--- src/rtl/motor_pwm_pkg.sv ---
// motor_pwm_pkg
//   Shared definitions for the multi-channel H-bridge PWM engine:
//   command mode encodings, the per-channel state enum, and a helper
//   that sizes the channel-select field.
package motor_pwm_pkg;

  // Command mode encodings (cmd_mode). 2'b11 is reserved and behaves as coast.
  localparam logic [1:0] MODE_COAST = 2'b00;
  localparam logic [1:0] MODE_DRIVE = 2'b01;
  localparam logic [1:0] MODE_BRAKE = 2'b10;
  localparam logic [1:0] MODE_RSVD  = 2'b11;

  // Per-channel operating state.
  typedef enum logic [2:0] {
    ST_COAST    = 3'd0,
    ST_BRAKE    = 3'd1,
    ST_RUN      = 3'd2,
    ST_REV_RAMP = 3'd3,
    ST_DEAD     = 3'd4
  } ch_state_e;

  // Width of the channel-select field; never narrower than one bit.
  function automatic int ch_width(input int channels);
    if (channels <= 1) begin
      return 1;
    end
    return $clog2(channels);
  endfunction

endpackage

--- src/rtl/motor_pwm_channel.sv ---
// motor_pwm_channel
//   One H-bridge channel: drive/brake/coast FSM, once-per-period duty ramp,
//   zero-duty dead interval on direction reversal, and registered pin encoder.
//
// Ports
//   clk_i, rst_i    : clock, asynchronous active-high reset
//   estop_i         : level, forces BRAKE and clears all pending work
//   cmd_hit_i       : an accepted command addresses this channel this cycle
//   cmd_mode_i      : command mode (coast / drive / brake / reserved)
//   cmd_dir_i       : requested direction (0 forward, 1 reverse)
//   cmd_duty_i      : requested target duty
//   strobe_i        : PWM period wrap pulse; ramp and dead count advance here
//   pwm_cnt_i       : shared PWM counter
//   motor_a_o/_b_o  : registered H-bridge inputs
//   busy_o          : ramping, reversing, or in dead time
module motor_pwm_channel
  import motor_pwm_pkg::*;
#(
  parameter int DUTY_W       = 5,
  parameter int RAMP_STEP    = 1,
  parameter int DEAD_PERIODS = 4
) (
  input  logic              clk_i,
  input  logic              rst_i,
  input  logic              estop_i,
  input  logic              cmd_hit_i,
  input  logic [1:0]        cmd_mode_i,
  input  logic              cmd_dir_i,
  input  logic [DUTY_W-1:0] cmd_duty_i,
  input  logic              strobe_i,
  input  logic [DUTY_W-1:0] pwm_cnt_i,
  output logic              motor_a_o,
  output logic              motor_b_o,
  output logic              busy_o
);

  // Dead counter counts 0..DEAD_PERIODS-1; DEAD_PERIODS is expected to be >= 1.
  localparam int DC_W = (DEAD_PERIODS > 1) ? $clog2(DEAD_PERIODS) : 1;
  localparam logic [DC_W-1:0]   DEAD_LAST = DC_W'((DEAD_PERIODS > 0) ? DEAD_PERIODS - 1 : 0);
  localparam logic [DUTY_W-1:0] STEP      = DUTY_W'(RAMP_STEP);

  ch_state_e         state_q, state_d;
  logic              dir_q, dir_d;
  logic [DUTY_W-1:0] target_q, target_d;
  logic [DUTY_W-1:0] duty_q, duty_d;
  logic              pend_dir_q, pend_dir_d;
  logic [DUTY_W-1:0] pend_target_q, pend_target_d;
  logic [DC_W-1:0]   dead_cnt_q, dead_cnt_d;
  logic              motor_a_q, motor_a_d;
  logic              motor_b_q, motor_b_d;
  logic              pwm_bit;

  // Move cur toward tgt by at most STEP, landing exactly on tgt.
  function automatic logic [DUTY_W-1:0] ramp_toward(input logic [DUTY_W-1:0] cur,
                                                    input logic [DUTY_W-1:0] tgt);
    if (cur < tgt) begin
      return ((tgt - cur) > STEP) ? (cur + STEP) : tgt;
    end else if (cur > tgt) begin
      return ((cur - tgt) > STEP) ? (cur - STEP) : tgt;
    end
    return cur;
  endfunction

  always_ff @(posedge clk_i or posedge rst_i) begin
    if (rst_i) begin
      state_q       <= ST_COAST;
      dir_q         <= 1'b0;
      target_q      <= '0;
      duty_q        <= '0;
      pend_dir_q    <= 1'b0;
      pend_target_q <= '0;
      dead_cnt_q    <= '0;
      motor_a_q     <= 1'b0;
      motor_b_q     <= 1'b0;
    end else begin
      state_q       <= state_d;
      dir_q         <= dir_d;
      target_q      <= target_d;
      duty_q        <= duty_d;
      pend_dir_q    <= pend_dir_d;
      pend_target_q <= pend_target_d;
      dead_cnt_q    <= dead_cnt_d;
      motor_a_q     <= motor_a_d;
      motor_b_q     <= motor_b_d;
    end
  end

  // Priority: estop, then a command, then the period strobe. A command that
  // lands on the strobe cycle suppresses that cycle's ramp/dead step.
  always_comb begin
    state_d       = state_q;
    dir_d         = dir_q;
    target_d      = target_q;
    duty_d        = duty_q;
    pend_dir_d    = pend_dir_q;
    pend_target_d = pend_target_q;
    dead_cnt_d    = dead_cnt_q;

    if (estop_i) begin
      state_d       = ST_BRAKE;
      target_d      = '0;
      duty_d        = '0;
      pend_dir_d    = 1'b0;
      pend_target_d = '0;
      dead_cnt_d    = '0;
    end else if (cmd_hit_i) begin
      if (cmd_mode_i == MODE_DRIVE) begin
        case (state_q)
          ST_RUN: begin
            if (cmd_dir_i == dir_q) begin
              target_d = cmd_duty_i;
            end else begin
              // Reversal: wind down under the old direction first.
              pend_dir_d    = cmd_dir_i;
              pend_target_d = cmd_duty_i;
              target_d      = '0;
              dead_cnt_d    = '0;
              state_d       = (duty_q != '0) ? ST_REV_RAMP : ST_DEAD;
            end
          end
          ST_REV_RAMP, ST_DEAD: begin
            if (cmd_dir_i == dir_q) begin
              // Reversal cancelled; resume ramping from wherever duty is now.
              state_d       = ST_RUN;
              target_d      = cmd_duty_i;
              pend_dir_d    = 1'b0;
              pend_target_d = '0;
              dead_cnt_d    = '0;
            end else begin
              pend_dir_d    = cmd_dir_i;
              pend_target_d = cmd_duty_i;
            end
          end
          default: begin
            // From COAST or BRAKE the ramp always starts at zero.
            state_d       = ST_RUN;
            dir_d         = cmd_dir_i;
            target_d      = cmd_duty_i;
            duty_d        = '0;
            pend_dir_d    = 1'b0;
            pend_target_d = '0;
            dead_cnt_d    = '0;
          end
        endcase
      end else begin
        state_d       = (cmd_mode_i == MODE_BRAKE) ? ST_BRAKE : ST_COAST;
        target_d      = '0;
        duty_d        = '0;
        pend_dir_d    = 1'b0;
        pend_target_d = '0;
        dead_cnt_d    = '0;
      end
    end else if (strobe_i) begin
      case (state_q)
        ST_RUN: begin
          duty_d = ramp_toward(duty_q, target_q);
        end
        ST_REV_RAMP: begin
          duty_d = ramp_toward(duty_q, '0);
          if (duty_d == '0) begin
            state_d    = ST_DEAD;
            dead_cnt_d = '0;
          end
        end
        ST_DEAD: begin
          if (dead_cnt_q == DEAD_LAST) begin
            state_d       = ST_RUN;
            dir_d         = pend_dir_q;
            target_d      = pend_target_q;
            pend_dir_d    = 1'b0;
            pend_target_d = '0;
            dead_cnt_d    = '0;
          end else begin
            dead_cnt_d = dead_cnt_q + DC_W'(1);
          end
        end
        default: ;
      endcase
    end
  end

  // Pin encoder; DEAD and COAST both float the bridge.
  always_comb begin
    pwm_bit   = (pwm_cnt_i < duty_q);
    motor_a_d = 1'b0;
    motor_b_d = 1'b0;
    case (state_q)
      ST_RUN, ST_REV_RAMP: begin
        motor_a_d = dir_q ? 1'b0 : pwm_bit;
        motor_b_d = dir_q ? pwm_bit : 1'b0;
      end
      ST_BRAKE: begin
        motor_a_d = 1'b1;
        motor_b_d = 1'b1;
      end
      default: ;
    endcase
  end

  assign motor_a_o = motor_a_q;
  assign motor_b_o = motor_b_q;
  assign busy_o    = (state_q == ST_REV_RAMP) || (state_q == ST_DEAD) ||
                     ((state_q == ST_RUN) && (duty_q != target_q));

endmodule

--- src/rtl/motor_pwm_array.sv ---
// motor_pwm_array
//   Multi-channel H-bridge PWM engine. Owns the prescaler, the shared PWM
//   counter, period strobe generation and command decode; each channel's
//   FSM lives in motor_pwm_channel.
//
// Ports
//   clk_50M        : clock
//   reset          : asynchronous active-high reset
//   estop          : level emergency stop, brakes every channel
//   cmd_valid      : command present
//   cmd_ready      : command accepted when valid and ready on a rising edge
//   cmd_ch         : target channel (out-of-range values are swallowed)
//   cmd_mode       : 00 coast, 01 drive, 10 brake, 11 coast
//   cmd_dir        : 0 forward, 1 reverse
//   cmd_duty       : target duty
//   motor_a/_b     : registered H-bridge inputs, one bit per channel
//   busy           : per-channel ramping / reversing / dead time
//   period_strobe  : one-cycle pulse on each PWM period wrap
module motor_pwm_array
  import motor_pwm_pkg::*;
#(
  parameter int CHANNELS     = 2,
  parameter int DUTY_W       = 5,
  parameter int PRESCALE     = 16,
  parameter int RAMP_STEP    = 1,
  parameter int DEAD_PERIODS = 4,
  localparam int CH_W        = ch_width(CHANNELS)
) (
  input  logic                clk_50M,
  input  logic                reset,
  input  logic                estop,
  input  logic                cmd_valid,
  output logic                cmd_ready,
  input  logic [CH_W-1:0]     cmd_ch,
  input  logic [1:0]          cmd_mode,
  input  logic                cmd_dir,
  input  logic [DUTY_W-1:0]   cmd_duty,
  output logic [CHANNELS-1:0] motor_a,
  output logic [CHANNELS-1:0] motor_b,
  output logic [CHANNELS-1:0] busy,
  output logic                period_strobe
);

  localparam int PS_W = (PRESCALE > 1) ? $clog2(PRESCALE) : 1;
  localparam logic [PS_W-1:0] PS_LAST = PS_W'(PRESCALE - 1);

  logic [PS_W-1:0]     presc_q, presc_d;
  logic [DUTY_W-1:0]   pwm_cnt_q, pwm_cnt_d;
  logic                tick;
  logic                cmd_accept;
  logic [CHANNELS-1:0] cmd_hit;

  always_ff @(posedge clk_50M or posedge reset) begin
    if (reset) begin
      presc_q   <= '0;
      pwm_cnt_q <= '0;
    end else begin
      presc_q   <= presc_d;
      pwm_cnt_q <= pwm_cnt_d;
    end
  end

  always_comb begin
    tick      = (presc_q == PS_LAST);
    presc_d   = tick ? '0 : (presc_q + PS_W'(1));
    pwm_cnt_d = tick ? (pwm_cnt_q + DUTY_W'(1)) : pwm_cnt_q;
  end

  // The wrap tick is the last tick of the period, so ramp updates written on
  // it take effect from counter value 0 of the next period.
  assign period_strobe = tick && (&pwm_cnt_q);

  assign cmd_ready  = !estop;
  assign cmd_accept = cmd_valid && !estop;

  generate
    for (genvar gi = 0; gi < CHANNELS; gi++) begin : g_ch
      // A channel index beyond CHANNELS-1 matches no channel and is dropped.
      assign cmd_hit[gi] = cmd_accept && (cmd_ch == CH_W'(gi));

      motor_pwm_channel #(
        .DUTY_W       (DUTY_W),
        .RAMP_STEP    (RAMP_STEP),
        .DEAD_PERIODS (DEAD_PERIODS)
      ) u_ch (
        .clk_i      (clk_50M),
        .rst_i      (reset),
        .estop_i    (estop),
        .cmd_hit_i  (cmd_hit[gi]),
        .cmd_mode_i (cmd_mode),
        .cmd_dir_i  (cmd_dir),
        .cmd_duty_i (cmd_duty),
        .strobe_i   (period_strobe),
        .pwm_cnt_i  (pwm_cnt_q),
        .motor_a_o  (motor_a[gi]),
        .motor_b_o  (motor_b[gi]),
        .busy_o     (busy[gi])
      );
    end
  endgenerate

endmodule

--- config.mk ---
export PLATFORM = sky130hd
export DESIGN_NAME = motor_pwm_array
export DESIGN_NICKNAME = d
export VERILOG_FILES = /design/src/rtl/motor_pwm_pkg.sv /design/src/rtl/motor_pwm_channel.sv /design/src/rtl/motor_pwm_array.sv
export SDC_FILE = /design/constraint.sdc
export NUM_CORES = 1
export LEC_CHECK = 0
export ABC_CLOCK_PERIOD_IN_PS = 3530
export CAP_MARGIN = 20
export CORE_UTILIZATION = 64
export CTS_BUF_LIST = sky130_fd_sc_hd__clkbuf_4 sky130_fd_sc_hd__clkbuf_8
export DETAILED_ROUTE_END_ITERATION = 16
export GPL_ROUTABILITY_DRIVEN = 0
export GPL_TIMING_DRIVEN = 1
export HOLD_SLACK_MARGIN = 0.12
export PLACE_DENSITY = 0.82
export SLEW_MARGIN = 20
export SYNTH_ARGS = -nofsm -noshare
export SYNTH_HDL_FRONTEND = slang
export SYNTH_SLANG_ARGS = --single-unit
--- constraint.sdc ---
create_clock -name clk_50M -period 3.53 [get_ports clk_50M]
set_input_delay 0.5295 -clock clk_50M [delete_from_list [all_inputs] [get_ports clk_50M]]
set_output_delay 0.5295 -clock clk_50M [all_outputs]
set_load 0.1 [all_outputs]
==> impl_metrics.csv, run 1 <==
group,metric,value,unit
worst_setup_path,cpLargestDelayFamily,"simple AND/OR/NAND/NOR gates",
power,static-leakage-power,0.002265,uW
worst_setup_path,maximum_fanout_along_the_worst_path,10,
die,die_w,89.74,um
route,detailroute.wirelength.met2,5.584,mm
worst_setup_path,critical_path.endpoint_type,"primary output",
sta,clock-skew-final,0.008484,ns
sta,setup-violations-final,0,
die,core_region_area,7331,um^2
clock_network,insertion_delay,0.35,ns
sta,rsz0062_at_grt,"false",
route,detail_route.drc_violations,0,
die,floorplan.die_area,8053,um^2
synthesis,ys_types,73,
global_route,antenna_found_initial,0,
synthesis,leading_cell_types_by_total_area_after_synthesis,"sky130_fd_sc_hd__dfrtp_1 29%, sky130_fd_sc_hd__ha_1 11%, sky130_fd_sc_hd__a21oi_1 4.5%, sky130_fd_sc_hd__nor2_1 4.0%, sky130_fd_sc_hd__o21ai_0 3.1%",
route,met3_wirelength,902,um
sta,tightest_slew,0.9719,ns
worst_hold_path,min_delay_path_depth,1,
synthesis,synth_edf_count,0,
worst_hold_path,hold_path.startpoint,"presc_q[3]",
global_route,total_routing_usage_reported_by_global_routing,32.55,%
worst_hold_path,worstHoldEndpoint,"presc_q[3]",
synthesis,postSynthRegisterBits,57,
sta,tns,0,ns
worst_setup_path,critPathRequiredTime,3.00,ns
worst_hold_path,hold_crit_path_type,"reg2reg",
worst_setup_path,cp_cell_sequence,"inv_1 > ha_1 > nand4_1 > nor3b_1 > o21ai_0 > buf_4",
global_route,grt_pass1_wl,21.18,mm
clock_network,clock-root-buffer,"sky130_fd_sc_hd__clkbuf_8",
route,topRoutingLayerUsed,"met4",
clock_network,cts_tree,"built",
clock_network,max-clock-path-buffers,2,
route,drt.antenna.violating_nets,0,
clock_network,htree_levels,3,
synthesis,synth_top_area_cell,"sky130_fd_sc_hd__dfrtp_1",
clock_network,post-cts-setup-buffer-count,0,
synthesis,synthCells,575,
power,internal-power,1337,uW
route,vias_per_cell,6.546,
worst_setup_path,critical_path.startpoint_type,"register",
route,drtPass1Iterations,5,
power,power.density,412.5,nW/um^2
final_layout,final_layout_size_suffix_gt1_share,8.136,%
global_route,globalRoute.totalOverflow,0,
power,total_power,2195,uW
sta,final-hold-violation-count,0,
final_layout,layout_common_cells,"57 x sky130_fd_sc_hd__dfrtp_1, 53 x sky130_fd_sc_hd__nor2_1, 44 x sky130_fd_sc_hd__a21oi_1",
sta,post_route_fraction_of_the_period_consumed_by_the_critical_path,92.95,%
synthesis,netlist.area_leader.share,28.95,%
sta,slew_viol_final,0,
synthesis,synth_fp_nets,635,
clock_network,cts.clk_slew.worst_paths,0.07,ns
global_route,grt_start_max_net_pins,58,
worst_setup_path,cp_num_buf_inv,2,
placed_design,dpl.cell_count,673,
route,detail_routed_net_length_per_standard_cell,18.01,um
power,net-switching-power,858.5,uW
global_route,first_global_vias,4309,
worst_setup_path,cp_slowest_stage_delay,0.61,ns
sta,post-route-min-period,3.281,ns
final_layout,syn2layout_area_growth,7.999,%
synthesis,syn-cell-area,4927,um^2
power,power.share.sequential,34.7,%
outcome,outcome,"complete, no violations",
die,floorplan.die.height,89.74,um
final_layout,antenna_cells_inserted,0,
worst_setup_path,regToRegEndpoint,"g_ch[1].u_ch.duty_q[0]",
die,fp-row-count,31,
worst_setup_path,crit_slowest_cell,"sky130_fd_sc_hd__nor3b_1",
worst_setup_path,setup.worst_path.class,"reg2out",
power,vdd.ir_drop.worst,0.0002587,V
synthesis,yosys_warnings,0,
power,p_sw_share,39.11,%
final_layout,utilization,72.59,%
synthesis,postSynth.topFlopCell,"sky130_fd_sc_hd__dfrtp_1",
synthesis,synth_seq_area_share,28.95,%
route,dr_total_vias,4510,
route,first_iter_violations,609,
placed_design,portBuffers,20,
clock_network,cts.sink_count,57,
die,top_level_ports,21,
final_layout,final_common_cell,"sky130_fd_sc_hd__dfrtp_1",
final_layout,finish.net_count,645,
route,wirelength_routed,12.41,mm
power,share_clk_of_total_power,30.0,%
synthesis,syn-mean-instance-area,8.569,um^2
worst_setup_path,r2r-start,"g_ch[1].u_ch.duty_q[1]",
worst_setup_path,reg2reg_setup_slack,0.35,ns
sta,fmaxAchievable,304.8,MHz
sta,timing.slew.headroom,35.00,%
placed_design,post-dp-hpwl,9.115,mm
clock_network,cts_buffers,9,
route,met1Wirelength,5.621,mm
worst_setup_path,timing.critical_path.arrival,2.75,ns
worst_setup_path,r2r_cells,9,
flow_run,max_cap_viol_count,0,
synthesis,synth_async_sr_flop_share,100.0,%
power,pwr-share-comb,35.3,%
die,initial_utilization,67.21,%
final_layout,finalNonFillerCells,689,
-- synth_stat cells, drive strengths merged (12+ instances only) --
library cell and n:
nor3 14, o31ai 12, nand2 41, dfrtp 57, o21ai 34, inv 35, nor2 53, a21oi 44
xnor2 14, ha 43, a22oi 16, nor2b 17, nand3 15, buf 18
-- kinds of logic (layout without fill, tap and decap cells) --
kind of cell / Yosys count / count (layout) / synth area share [%]
fa+ha+maj: 47 / 47 / 12.54
xor+xnor: 22 / 22 / 3.911
buf+inv: 62 / 77 / 6.221
mux: 14 / 14 / 2.971
compound gates: 183 / 183 / 26.21
flops: 57 / 57 / 28.95
simple gates: 190 / 190 / 19.20
-- flip-flops by register name, summed over array words and instances, names as in the netlist --
register and cells:
g_ch.u_ch.dir_q 2, presc_q 4, g_ch.u_ch.pend_target_q 10, g_ch.u_ch.target_q 10, g_ch.u_ch.pend_dir_q 2, g_ch.u_ch.duty_q 10, g_ch.u_ch.state_q 6, pwm_cnt_q 5
g_ch.u_ch.motor_b_o 2, g_ch.u_ch.dead_cnt_q 4, g_ch.u_ch.motor_a_o 2
-- routing by layer --
metal  vias to the layer above  global-route usage [%]
li1                       2130                       -
met1                      2135                   46.26
met2                       210                   48.97
met3                        35                   5.161
met4                         0                   14.34
met5                         -                       0
-- worst max-delay path by stage --
stage	from	to	slack, ns	depth (start not counted)
after detailed placement	g_ch[1].u_ch.duty_q[1]	g_ch[1].u_ch.dead_cnt_q[0]	0.36	10
after global routing	g_ch[1].u_ch.duty_q[3]	busy[1]	0.06	6
after CTS	g_ch[1].u_ch.duty_q[3]	busy[1]	0.30	6
final	g_ch[1].u_ch.duty_q[3]	busy[1]	0.25	6
after floorplan	g_ch[1].u_ch.duty_q[0]	g_ch[1].u_ch.duty_q[0]	0.37	11
after global placement	g_ch[1].u_ch.duty_q[1]	g_ch[1].u_ch.dead_cnt_q[0]	0.46	10
-- power groups by stage --
stage	clock network, uW	logic (uW)	registers (uW)
floorplan	0	648	736
global placement	0	735	770
detailed placement	0	753	771
CTS	664	760	759
global route	689	839	767
finish	658	775	763
-- area by class of cell --
cell class,count,area [um^2]
Clock buffer,12,158.9
Clock inverter,4,51.30
Fill cell,550,2009
Inverter,35,131.4
Multi-Input combinational cell,456,3194
Sequential cell,57,1426
Tap cell,99,123.9
Timing Repair Buffer,26,235.2
-- metrics by stage --
stage               area [um^2]  worst slack [ns]  hold slack, ns
floorplan                  4927            0.3685          0.4352
global placement           5111            0.4643          0.4670
detailed placement         5111            0.3630          0.4790
CTS                        5321            0.2954          0.4947
global route               5321           0.05619          0.5197
finish                     5321            0.2488          0.4814
-- what timing repair did --
action | 4_1_cts | 5_1_grt
setup endpoints to repair | 0 | 4
hold endpoints to repair | 0 | 0
hold buffers | 0 | 0
resized for setup | 0 | 1
(Power assumes the default switching activity.)
==> inputs of run 2 (changes only) <==
--- a/config.mk
+++ b/config.mk
@@ -11,7 +11,7 @@
 export CTS_BUF_LIST = sky130_fd_sc_hd__clkbuf_4 sky130_fd_sc_hd__clkbuf_8
 export DETAILED_ROUTE_END_ITERATION = 16
 export GPL_ROUTABILITY_DRIVEN = 0
-export GPL_TIMING_DRIVEN = 1
+export GPL_TIMING_DRIVEN = 0
 export HOLD_SLACK_MARGIN = 0.12
 export PLACE_DENSITY = 0.82
 export SLEW_MARGIN = 20
==> constraint.sdc (replaced) <==
create_clock -name clk_50M -period 3.53 [get_ports clk_50M]
set_input_delay 0.5295 -clock clk_50M [delete_from_list [all_inputs] [get_ports clk_50M]]
set_output_delay 0.5295 -clock clk_50M [all_outputs]
set_load 0.02 [all_outputs]
==> impl_metrics.csv, run 2 (same netlist as run 1, synthesis figures left out) <==
group,metric,value,unit
global_route,use_met3,5.076,%
route,vias_per_cell,6.629,
route,drtPass1Iterations,6,
sta,post_route_fraction_of_the_period_consumed_by_the_critical_path,97.38,%
sta,timing.slew.headroom,41.85,%
final_layout,utilization,74.48,%
route,wirelength_routed,12.84,mm
final_layout,finalNonFillerCells,708,
route,dr_total_vias,4693,
worst_setup_path,maximum_fanout_along_the_worst_path,10,
final_layout,syn2layout_area_growth,10.82,%
sta,clock-skew-final,0.01222,ns
placed_design,portBuffers,18,
final_layout,biggestRegsByFlops,"g_ch.u_ch.duty_q x10, g_ch.u_ch.pend_target_q x10, g_ch.u_ch.target_q x10",
clock_network,clock-root-buffer,"sky130_fd_sc_hd__clkbuf_8",
global_route,first_global_vias,4389,
worst_setup_path,critical_path.endpoint_type,"register",
clock_network,cts.sink_count,57,
sta,setup-violations-final,0,
power,static-leakage-power,0.002326,uW
global_route,grt-busiest-layer,"met2",
worst_setup_path,critPathRequiredTime,3.82,ns
global_route,global_route.usage.met2,51.60,%
global_route,grt_pass1_wl,21.32,mm
global_route,total_routing_usage_reported_by_global_routing,32.78,%
clock_network,max-clock-path-buffers,2,
clock_network,cts.clk_slew.worst_paths,0.08,ns
route,detail_routed_net_length_per_standard_cell,18.14,um
sta,tns,0,ns
outcome,outcome,"complete, no violations",
die,initial_utilization,67.21,%
placed_design,dpl.cell_count,692,
global_route,globalRoute.totalOverflow,0,
placed_design,dp_worst_setup_slack,-0.09404,ns
route,detail_route.drc_violations,0,
sta,tightest_slew,0.8722,ns
final_layout,final_layout_size_suffix_gt1_share,10.34,%
die,floorplan.die_area,8053,um^2
final_layout,finish.net_count,664,
final_layout,final_common_cell,"sky130_fd_sc_hd__dfrtp_1",
sta,final-hold-violation-count,0,
clock_network,cts_buffers,9,
die,die_w,89.74,um
global_route,antenna_found_initial,0,
sta,slew_viol_final,0,
worst_setup_path,setup.worst_path.class,"reg2reg",
sta,fmaxAchievable,290.9,MHz
worst_setup_path,critical_path.startpoint_type,"register",
global_route,grt_start_max_net_pins,58,
worst_setup_path,timing.critical_path.arrival,3.72,ns
worst_hold_path,hold_crit_path_type,"reg2reg",
power,vdd.ir_drop.worst,0.0002551,V
clock_network,cts_tree,"built",
route,first_iter_violations,485,
route,drt.antenna.violating_nets,0,
clock_network,htree_levels,3,
sta,rsz0062_at_grt,"false",
final_layout,layout_common_cells,"56 x sky130_fd_sc_hd__dfrtp_1, 53 x sky130_fd_sc_hd__nor2_1, 44 x sky130_fd_sc_hd__a21oi_1",
flow_run,max_cap_viol_count,0,
die,top_level_ports,21,
sta,timing.final.ws_setup,0.09244,ns
clock_network,insertion_delay,0.34,ns
clock_network,holdBufCountCts,0,
die,core_region_area,7331,um^2
die,fp-row-count,31,
global_route,grt.met1_usage,45.97,%
final_layout,fill_cells,529,
placed_design,post-dp-hpwl,9.181,mm
die,floorplan.die.height,89.74,um
power,power.density,394.3,nW/um^2
final_layout,antenna_cells_inserted,0,
sta,post-route-min-period,3.438,ns
[run 2: cell types whose count changed in the layout (fill, tap and decap cells not counted), moves of 2 or more]
cell / before / now
sky130_fd_sc_hd__buf_2: 0 / 5
sky130_fd_sc_hd__buf_6: 0 / 5
sky130_fd_sc_hd__clkbuf_1: 0 / 6
sky130_fd_sc_hd__clkbuf_2: 0 / 2
sky130_fd_sc_hd__clkdlybuf4s50_1: 16 / 18
[run 2: layout make-up]
type / instances / area [um^2] / share of cell area, %
Multi-Input combinational cell: 456 / 3213 / 58.85
Sequential cell: 57 / 1428 / 26.15
Timing Repair Buffer: 19 / 187.7 / 3.437
Buffer: 26 / 173.9 / 3.185
Clock buffer: 11 / 145.1 / 2.658
Inverter: 35 / 133.9 / 2.452
Tap cell: 99 / 123.9 / 2.269
Clock inverter: 5 / 55.05 / 1.008
[run 2: critical path, stage by stage, from the launching register on]
cell and delay [ns]:
sky130_fd_sc_hd__dfrtp_1 0.58, sky130_fd_sc_hd__inv_1 0.26, sky130_fd_sc_hd__ha_1 0.30, sky130_fd_sc_hd__and3_1 0.19, sky130_fd_sc_hd__clkbuf_1 0.14, sky130_fd_sc_hd__ha_1 0.29, sky130_fd_sc_hd__o311ai_1 0.49, sky130_fd_sc_hd__inv_1 0.12
sky130_fd_sc_hd__o32ai_1 0.22, sky130_fd_sc_hd__a41oi_2 0.32, sky130_fd_sc_hd__nor3_1 0.27, sky130_fd_sc_hd__o32a_1 0.18
[run 2: report_power, final]
group | internal (uW) | switching, uW
combinational | 312 | 450
clock | 351 | 299
sequential | 698 | 43.4
[run 2: repair_timing]
| action | in CTS | in global routing |
|---|---|---|
| endpoints found under the setup margin | 6 | 10 |
| gates resized for setup | 3 | 6 |
| setup buffers | 0 | 1 |
| pin swaps | 0 | 1 |
[run 2: stage by stage]
stage               power (uW)  cell area [um^2]  hold slack (ns)
detailed placement        1475              5234           0.4689
global route              2256              5460           0.5091
CTS                       2122              5445           0.4823
finish                    2153              5460           0.4781
floorplan                 1287              4927           0.4352
global placement          1452              5231           0.4639
[run 2: final timing paths]
check	slack [ns]	end	startpoint	cells past startpoint
min in group asynchronous	0.64	g_ch[1].u_ch.duty_q[2]	reset	2
setup / recovery	0.09	g_ch[0].u_ch.state_q[2]	g_ch[0].u_ch.duty_q[1]	11
hold reg to reg	0.48	presc_q[3]	presc_q[3]	1
setup reg to reg	0.09	g_ch[0].u_ch.state_q[2]	g_ch[0].u_ch.duty_q[1]	11
hold / removal	0.48	presc_q[3]	presc_q[3]	1
max in group asynchronous	2.36	g_ch[1].u_ch.duty_q[1]	reset	2
[run 2: layer usage]
layer,wire length [um],up-vias
met5,0,-
met3,1126,48
met2,5823,282
met1,5566,2190
li1,-,2173
met4,324,0
